### src/rtl/seq_pattern_detector_if.sv
// Bus between a serial-pattern-detector client and the detector: configuration,
// the qualified bit stream and match/status outputs.
interface seq_pattern_detector_if #(
    parameter int PAT_W = 8,
    parameter int CNT_W = 8,
    parameter int LEN_W = $clog2(PAT_W + 1)
);
    logic             i_cfg_load;
    logic [PAT_W-1:0] i_cfg_pattern;
    logic [LEN_W-1:0] i_cfg_len;
    logic             i_cfg_overlap;
    logic             i_in_valid;
    logic             i_in_bit;
    logic             o_match;
    logic [CNT_W-1:0] o_match_count;
    logic             o_count_sat;
    logic             o_armed;

    modport master (
        output i_cfg_load, i_cfg_pattern, i_cfg_len, i_cfg_overlap,
        output i_in_valid, i_in_bit,
        input  o_match, o_match_count, o_count_sat, o_armed
    );

    modport slave (
        input  i_cfg_load, i_cfg_pattern, i_cfg_len, i_cfg_overlap,
        input  i_in_valid, i_in_bit,
        output o_match, o_match_count, o_count_sat, o_armed
    );
endinterface

### src/rtl/seq_pattern_detector.sv
// Runtime-programmable serial pattern detector with overlap control and a
// saturating match counter; all outputs are registered.
module seq_pattern_detector #(
    parameter int PAT_W = 8,
    parameter int CNT_W = 8,
    parameter int LEN_W = $clog2(PAT_W + 1)
) (
    input  logic                  clk,
    input  logic                  rst_n,
    seq_pattern_detector_if.slave bus
);

    typedef enum logic [1:0] {
        ST_UNCFG = 2'd0,
        ST_FILL  = 2'd1,
        ST_ARMED = 2'd2
    } state_e;

    // Only PAT_W-1 past bits are stored: the oldest one is shifted out before
    // any comparison could see it, since matching uses the post-shift history.
    state_e           r_state;
    logic [PAT_W-2:0] r_hist;
    logic [LEN_W-1:0] r_fill;
    logic [PAT_W-1:0] r_pat;
    logic [LEN_W-1:0] r_len;
    logic             r_ovl;
    logic             r_match;
    logic [CNT_W-1:0] r_count;
    logic             r_sat;

    state_e           w_state_nxt;
    logic [PAT_W-2:0] w_hist_nxt;
    logic [LEN_W-1:0] w_fill_nxt;
    logic [PAT_W-1:0] w_pat_nxt;
    logic [LEN_W-1:0] w_len_nxt;
    logic             w_ovl_nxt;
    logic             w_match_nxt;
    logic [CNT_W-1:0] w_count_nxt;
    logic             w_sat_nxt;

    logic [PAT_W-1:0] w_shift;
    logic [PAT_W-1:0] w_mask;
    logic [LEN_W-1:0] w_len_clamped;
    logic             w_hit;
    logic             w_eval;

    assign w_shift       = {r_hist, bus.i_in_bit};
    assign w_len_clamped = (bus.i_cfg_len > LEN_W'(PAT_W)) ? LEN_W'(PAT_W) : bus.i_cfg_len;

    always_comb begin
        for (int i = 0; i < PAT_W; i++) begin
            w_mask[i] = (LEN_W'(i) < r_len);
        end
    end

    // A zero length never matches even though an empty mask compares equal.
    assign w_hit = (r_len != '0) && (((w_shift ^ r_pat) & w_mask) == '0);

    // NOTE: every always_comb output gets a default before any branch, so no
    // path can leave a value unassigned and infer a latch.
    always_comb begin
        w_state_nxt = r_state;
        w_hist_nxt  = r_hist;
        w_fill_nxt  = r_fill;
        w_pat_nxt   = r_pat;
        w_len_nxt   = r_len;
        w_ovl_nxt   = r_ovl;
        w_match_nxt = 1'b0;
        w_count_nxt = r_count;
        w_sat_nxt   = r_sat;
        w_eval      = 1'b0;

        if (bus.i_cfg_load) begin
            w_pat_nxt   = bus.i_cfg_pattern;
            w_len_nxt   = w_len_clamped;
            w_ovl_nxt   = bus.i_cfg_overlap;
            w_hist_nxt  = '0;
            w_fill_nxt  = '0;
            w_count_nxt = '0;
            w_sat_nxt   = 1'b0;
            w_state_nxt = ST_FILL;
        end else if (bus.i_in_valid) begin
            unique case (r_state)
                ST_FILL: begin
                    // With L = 0 nothing is ever collected and fill stays at 0.
                    if (r_len != '0) begin
                        w_hist_nxt = w_shift[PAT_W-2:0];
                        w_fill_nxt = r_fill + 1'b1;
                        if (w_fill_nxt == r_len) begin
                            w_state_nxt = ST_ARMED;
                            w_eval      = 1'b1;
                        end
                    end
                end
                ST_ARMED: begin
                    w_hist_nxt = w_shift[PAT_W-2:0];
                    w_eval     = 1'b1;
                end
                default: ;
            endcase

            if (w_eval && w_hit) begin
                w_match_nxt = 1'b1;
                if (&r_count) begin
                    w_sat_nxt = 1'b1;
                end else begin
                    w_count_nxt = r_count + 1'b1;
                end
                if (!r_ovl) begin
                    w_hist_nxt  = '0;
                    w_fill_nxt  = '0;
                    w_state_nxt = ST_FILL;
                end
            end
        end
    end

    // NOTE: sequential state uses non-blocking assignments so every register
    // samples the pre-edge values regardless of statement order.
    always_ff @(posedge clk or negedge rst_n) begin
        if (!rst_n) begin
            r_state <= ST_UNCFG;
        end else begin
            r_state <= w_state_nxt;
        end
    end

    always_ff @(posedge clk or negedge rst_n) begin
        if (!rst_n) begin
            r_hist  <= '0;
            r_fill  <= '0;
            r_pat   <= '0;
            r_len   <= '0;
            r_ovl   <= 1'b0;
            r_match <= 1'b0;
            r_count <= '0;
            r_sat   <= 1'b0;
        end else begin
            r_hist  <= w_hist_nxt;
            r_fill  <= w_fill_nxt;
            r_pat   <= w_pat_nxt;
            r_len   <= w_len_nxt;
            r_ovl   <= w_ovl_nxt;
            r_match <= w_match_nxt;
            r_count <= w_count_nxt;
            r_sat   <= w_sat_nxt;
        end
    end

    assign bus.o_match       = r_match;
    assign bus.o_match_count = r_count;
    assign bus.o_count_sat   = r_sat;
    assign bus.o_armed       = (r_state == ST_ARMED);

endmodule

### src/flat_wrapper.sv
// flat-port wrapper written by rule: the top's interface ports become plain ports
module seq_pattern_detector_flat 
#(
    parameter int PAT_W = 8,
    parameter int CNT_W = 8,
    parameter int LEN_W = $clog2(PAT_W + 1)
)
  (clk, rst_n, bus_i_cfg_load, bus_i_cfg_pattern, bus_i_cfg_len, bus_i_cfg_overlap, bus_i_in_valid, bus_i_in_bit, bus_o_match, bus_o_match_count, bus_o_count_sat, bus_o_armed);
  seq_pattern_detector_if #(.PAT_W(PAT_W), .CNT_W(CNT_W), .LEN_W(LEN_W)) bus_i ();
  input  logic clk;
  input  logic rst_n;
  input wire logic [$bits(bus_i.i_cfg_load)-1:0] bus_i_cfg_load;
  input wire logic [$bits(bus_i.i_cfg_pattern)-1:0] bus_i_cfg_pattern;
  input wire logic [$bits(bus_i.i_cfg_len)-1:0] bus_i_cfg_len;
  input wire logic [$bits(bus_i.i_cfg_overlap)-1:0] bus_i_cfg_overlap;
  input wire logic [$bits(bus_i.i_in_valid)-1:0] bus_i_in_valid;
  input wire logic [$bits(bus_i.i_in_bit)-1:0] bus_i_in_bit;
  output wire logic [$bits(bus_i.o_match)-1:0] bus_o_match;
  output wire logic [$bits(bus_i.o_match_count)-1:0] bus_o_match_count;
  output wire logic [$bits(bus_i.o_count_sat)-1:0] bus_o_count_sat;
  output wire logic [$bits(bus_i.o_armed)-1:0] bus_o_armed;
  assign bus_i.i_cfg_load = bus_i_cfg_load;
  assign bus_i.i_cfg_pattern = bus_i_cfg_pattern;
  assign bus_i.i_cfg_len = bus_i_cfg_len;
  assign bus_i.i_cfg_overlap = bus_i_cfg_overlap;
  assign bus_i.i_in_valid = bus_i_in_valid;
  assign bus_i.i_in_bit = bus_i_in_bit;
  assign bus_o_match = bus_i.o_match;
  assign bus_o_match_count = bus_i.o_match_count;
  assign bus_o_count_sat = bus_i.o_count_sat;
  assign bus_o_armed = bus_i.o_armed;
  seq_pattern_detector #(.PAT_W(PAT_W), .CNT_W(CNT_W), .LEN_W(LEN_W)) u_core (.clk(clk), .rst_n(rst_n), .bus(bus_i));
endmodule
### config.mk
export PLATFORM = sky130hd
export DESIGN_NAME = seq_pattern_detector_flat
export DESIGN_NICKNAME = d
export VERILOG_FILES = /design/src/rtl/seq_pattern_detector_if.sv /design/src/rtl/seq_pattern_detector.sv /design/src/flat_wrapper.sv
export SDC_FILE = /design/constraint.sdc
export NUM_CORES = 1
export LEC_CHECK = 0
export BUFFER_PORTS_ARGS = -buffer_cell sky130_fd_sc_hd__buf_2
export CORE_MARGIN = 2
export CORE_UTILIZATION = 31
export DETAILED_ROUTE_END_ITERATION = 10
export GPL_ROUTABILITY_DRIVEN = 0
export MAX_ROUTING_LAYER = met4
export PLACE_DENSITY_LB_ADDON = 0.1
export REMOVE_ABC_BUFFERS = 1
export SYNTH_ARGS = -nofsm -noshare
export SYNTH_HDL_FRONTEND = slang
export SYNTH_SLANG_ARGS = --single-unit
export TNS_END_PERCENT = 100
### constraint.sdc
create_clock -name clk -period 2.7 [get_ports clk]
set_clock_uncertainty 0.2 [all_clocks]
set_input_delay 0.81 -clock clk [delete_from_list [all_inputs] [get_ports clk]]
set_output_delay 0.81 -clock clk [all_outputs]
set_load 0.01 [all_outputs]
==> metrics.yaml <==
status: "finished clean"
yosysUniqueCellTypes: 47
hp-class: "register to register"
syn2layout_area_growth_pct: 24.29
synth_edf_count: 0
first_iter_violations: 108
antenna_found_initial: 0
track_usage: 0.1464
crit_path_max_fanout: 6
ctsLongestPathBuffers: 2
ir_drop_mv: 0.2551
die-area_sq_mm: 0.006913
grt_pass1_wl_microns: 7824
synthTopCellsByCount: "dfrtp_1 (36), nor2_1 (15), mux2_2 (10), nand2_1 (10), a22o_1 (9)"
io_pins: 29
drtPass1Iterations: 4
critical_path_class: "input pin to register"
multi_input_area_sq_mm: 0.001021
num_vias: 1540
finalInstanceArea_sq_mm: 0.002414
power_leakage_nw: 1.105
drc: 0
grt-ovfl-total: 0
clock_latency_ns: 0.29
finalCriticalPeriod_ns: 2.618
fin_util: 0.4029
max_freq_mhz: 382.0
synthFlopType: "dfrtp_1"
wl_per_cell_microns: 15.98
drt-total-wl_microns: 4763
synth-seq-cells: 36
finalSetupViolCount: 0
synth_top_area_frac: 0.4639
maxCapViolCount: 0
start_util: 0.3241
rsz0062_at_grt: "true"
async_reset_ff_frac: 1.000
avgSynthCellArea_sq_um: 11.10
postRouteAntennaNets: 0
netlist_area_sq_mm: 0.001942
crit_required_ns: 2.72
tns_ns: 0
cts.htree.levels: 2
grt_max_degree: 37
grt_pass1_vias: 1597
synth.area.top_cells: "dfrtp_1 (46%), mux2_2 (5.8%), a22o_1 (4.1%)"
startpoint_type: "input pin"
cts_sinks: 36
postCtsHoldBufs: 0
portBuffers: 28
relSlewSlack: 0.4387
end_kind: "register"
antenna_cells: 0
hold_violations: 0
row_count: 28
dp_hpwl_microns: 3359
die_h_microns: 83.15
drive_gt1_frac: 0.3453
cp.arrival_ns: 2.64
drv_slew: 0
cts_tree: "built"
synthCells: 175
numCtsBuffers: 5
vias_per_cell: 5.168
num-nets-final: 245
yosysWarnings: 0
register_area_sq_um: 900.9
dpl_cell_area_sq_mm: 0.002250
yosys.area.top_type: "dfrtp_1"
yosysMostFrequentCell: "dfrtp_1"
core_sq_mm: 0.005991
ys_seq_area_frac: 0.4639
fin_crit_sh: 0.9695
p_per_area_mw_per_mm2: 520.9
clockRootBuffer: "clkbuf_8"
tightest_slew_ns: 0.8420
n_fill_cell: 592
die_x_microns: 83.15
clk_pin_slew_ns: 0.08
[logic make-up after synthesis]
family	after synthesis	share of synthesized area
buf+inv	13	0.03350
xor+xnor	14	0.07023
fa+ha+maj	4	0.02577
compound gates	39	0.1720
simple gates	57	0.1656
flops	36	0.4639
mux	12	0.06894
[through the flow]
stage	worst slack [ns]	std cells	hold WS, ns	power (mW)
2_1_floorplan	-0.04289	169	0.2853	0.7322
3_3_place_gp	-0.1429	287	0.2773	0.8184
3_5_place_dp	-0.2113	287	0.2742	0.8240
4_1_cts	0.01642	294	0.2927	1.256
5_1_grt	-0.007344	298	0.3281	1.330
6_report	0.08236	298	0.2903	1.257
[sequential cells by signal, indices dropped and copies added, names as in the netlist]
name,count
u_core.bus.o_match_count,8
u_core.r_pat,8
u_core.r_hist,7
u_core.r_fill,4
u_core.r_len,4
u_core.r_state,2
u_core.bus.o_count_sat,1
u_core.bus.o_match,1
u_core.r_ovl,1
[per-layer routing]
metal	wire length (microns)	vias to the layer above	global-route usage
met1	2223	768	0.1815
met4	38	0	0.04024
met2	2318	26	0.2368
li1	-	742	-
met5	0	-	-
met3	182	4	0.03877
[layout make-up]
class	instances	area share
timing repair buffer	46	0.1140
clock buffer	7	0.03992
sequential	36	0.3733
tap	75	0.03888
inverter	7	0.01089
multi-input combinational	127	0.4230
[final timing paths]
check | depth (start not counted) | to | slack, ns | startpoint
max | 8 | u_core.bus.o_match_count[3] | 0.08 | bus_i_in_bit
min | 1 | u_core.bus.o_count_sat | 0.29 | u_core.bus.o_count_sat
max reg2reg | 9 | u_core.r_fill[2] | 0.10 | u_core.r_fill[0]
min reg2reg | 1 | u_core.bus.o_count_sat | 0.29 | u_core.bus.o_count_sat
max in group asynchronous | 1 | u_core.r_fill[3] | 1.35 | rst_n
min in group asynchronous | 1 | u_core.bus.o_match_count[0] | 0.42 | rst_n
[power breakdown]
| part | switching, mW | internal (mW) | leakage [nW] |
|---|---|---|---|
| Sequential | 0.0224 | 0.567 | 0.471 |
| Clock | 0.197 | 0.228 | 0.0503 |
| Combinational | 0.136 | 0.108 | 0.584 |
| Total | 0.355 | 0.902 | 1.11 |
[critical path: stages]
cell	delay [ns]
buf_2	0.11
xor2_1	0.14
or3_4	0.38
a2111oi_4	0.32
buf_4	0.19
o211ai_2	0.14
or3_1	0.39
a21oi_1	0.16
[placed cells by master, fill, tap and decap left out, types with 2 or more instances in the layout]
| cell | count |
|---|---|
| dfrtp_1 | 36 |
| buf_2 | 28 |
| buf_4 | 18 |
| nor2_1 | 15 |
| mux2_2 | 10 |
| nand2_1 | 10 |
| a22o_1 | 9 |
| xor2_1 | 8 |
| a21oi_1 | 7 |
| o21ai_0 | 7 |
| clkbuf_8 | 7 |
| inv_1 | 6 |
| nand3_1 | 6 |
| xnor2_1 | 5 |
| or3_1 | 4 |
| ha_1 | 4 |
| nor3_1 | 3 |
| and3_1 | 3 |
| a2111oi_4 | 2 |
| o2111a_1 | 2 |
| o21bai_1 | 2 |
| nand2b_1 | 2 |
| nand4_1 | 2 |
| nor2b_1 | 2 |
[repair_timing]
item                                    CTS  global route
endpoints found under the setup margin    0            17
setup buffers                             0             3
resized for setup                         0             5
Power figures use the tool's default switching activity.
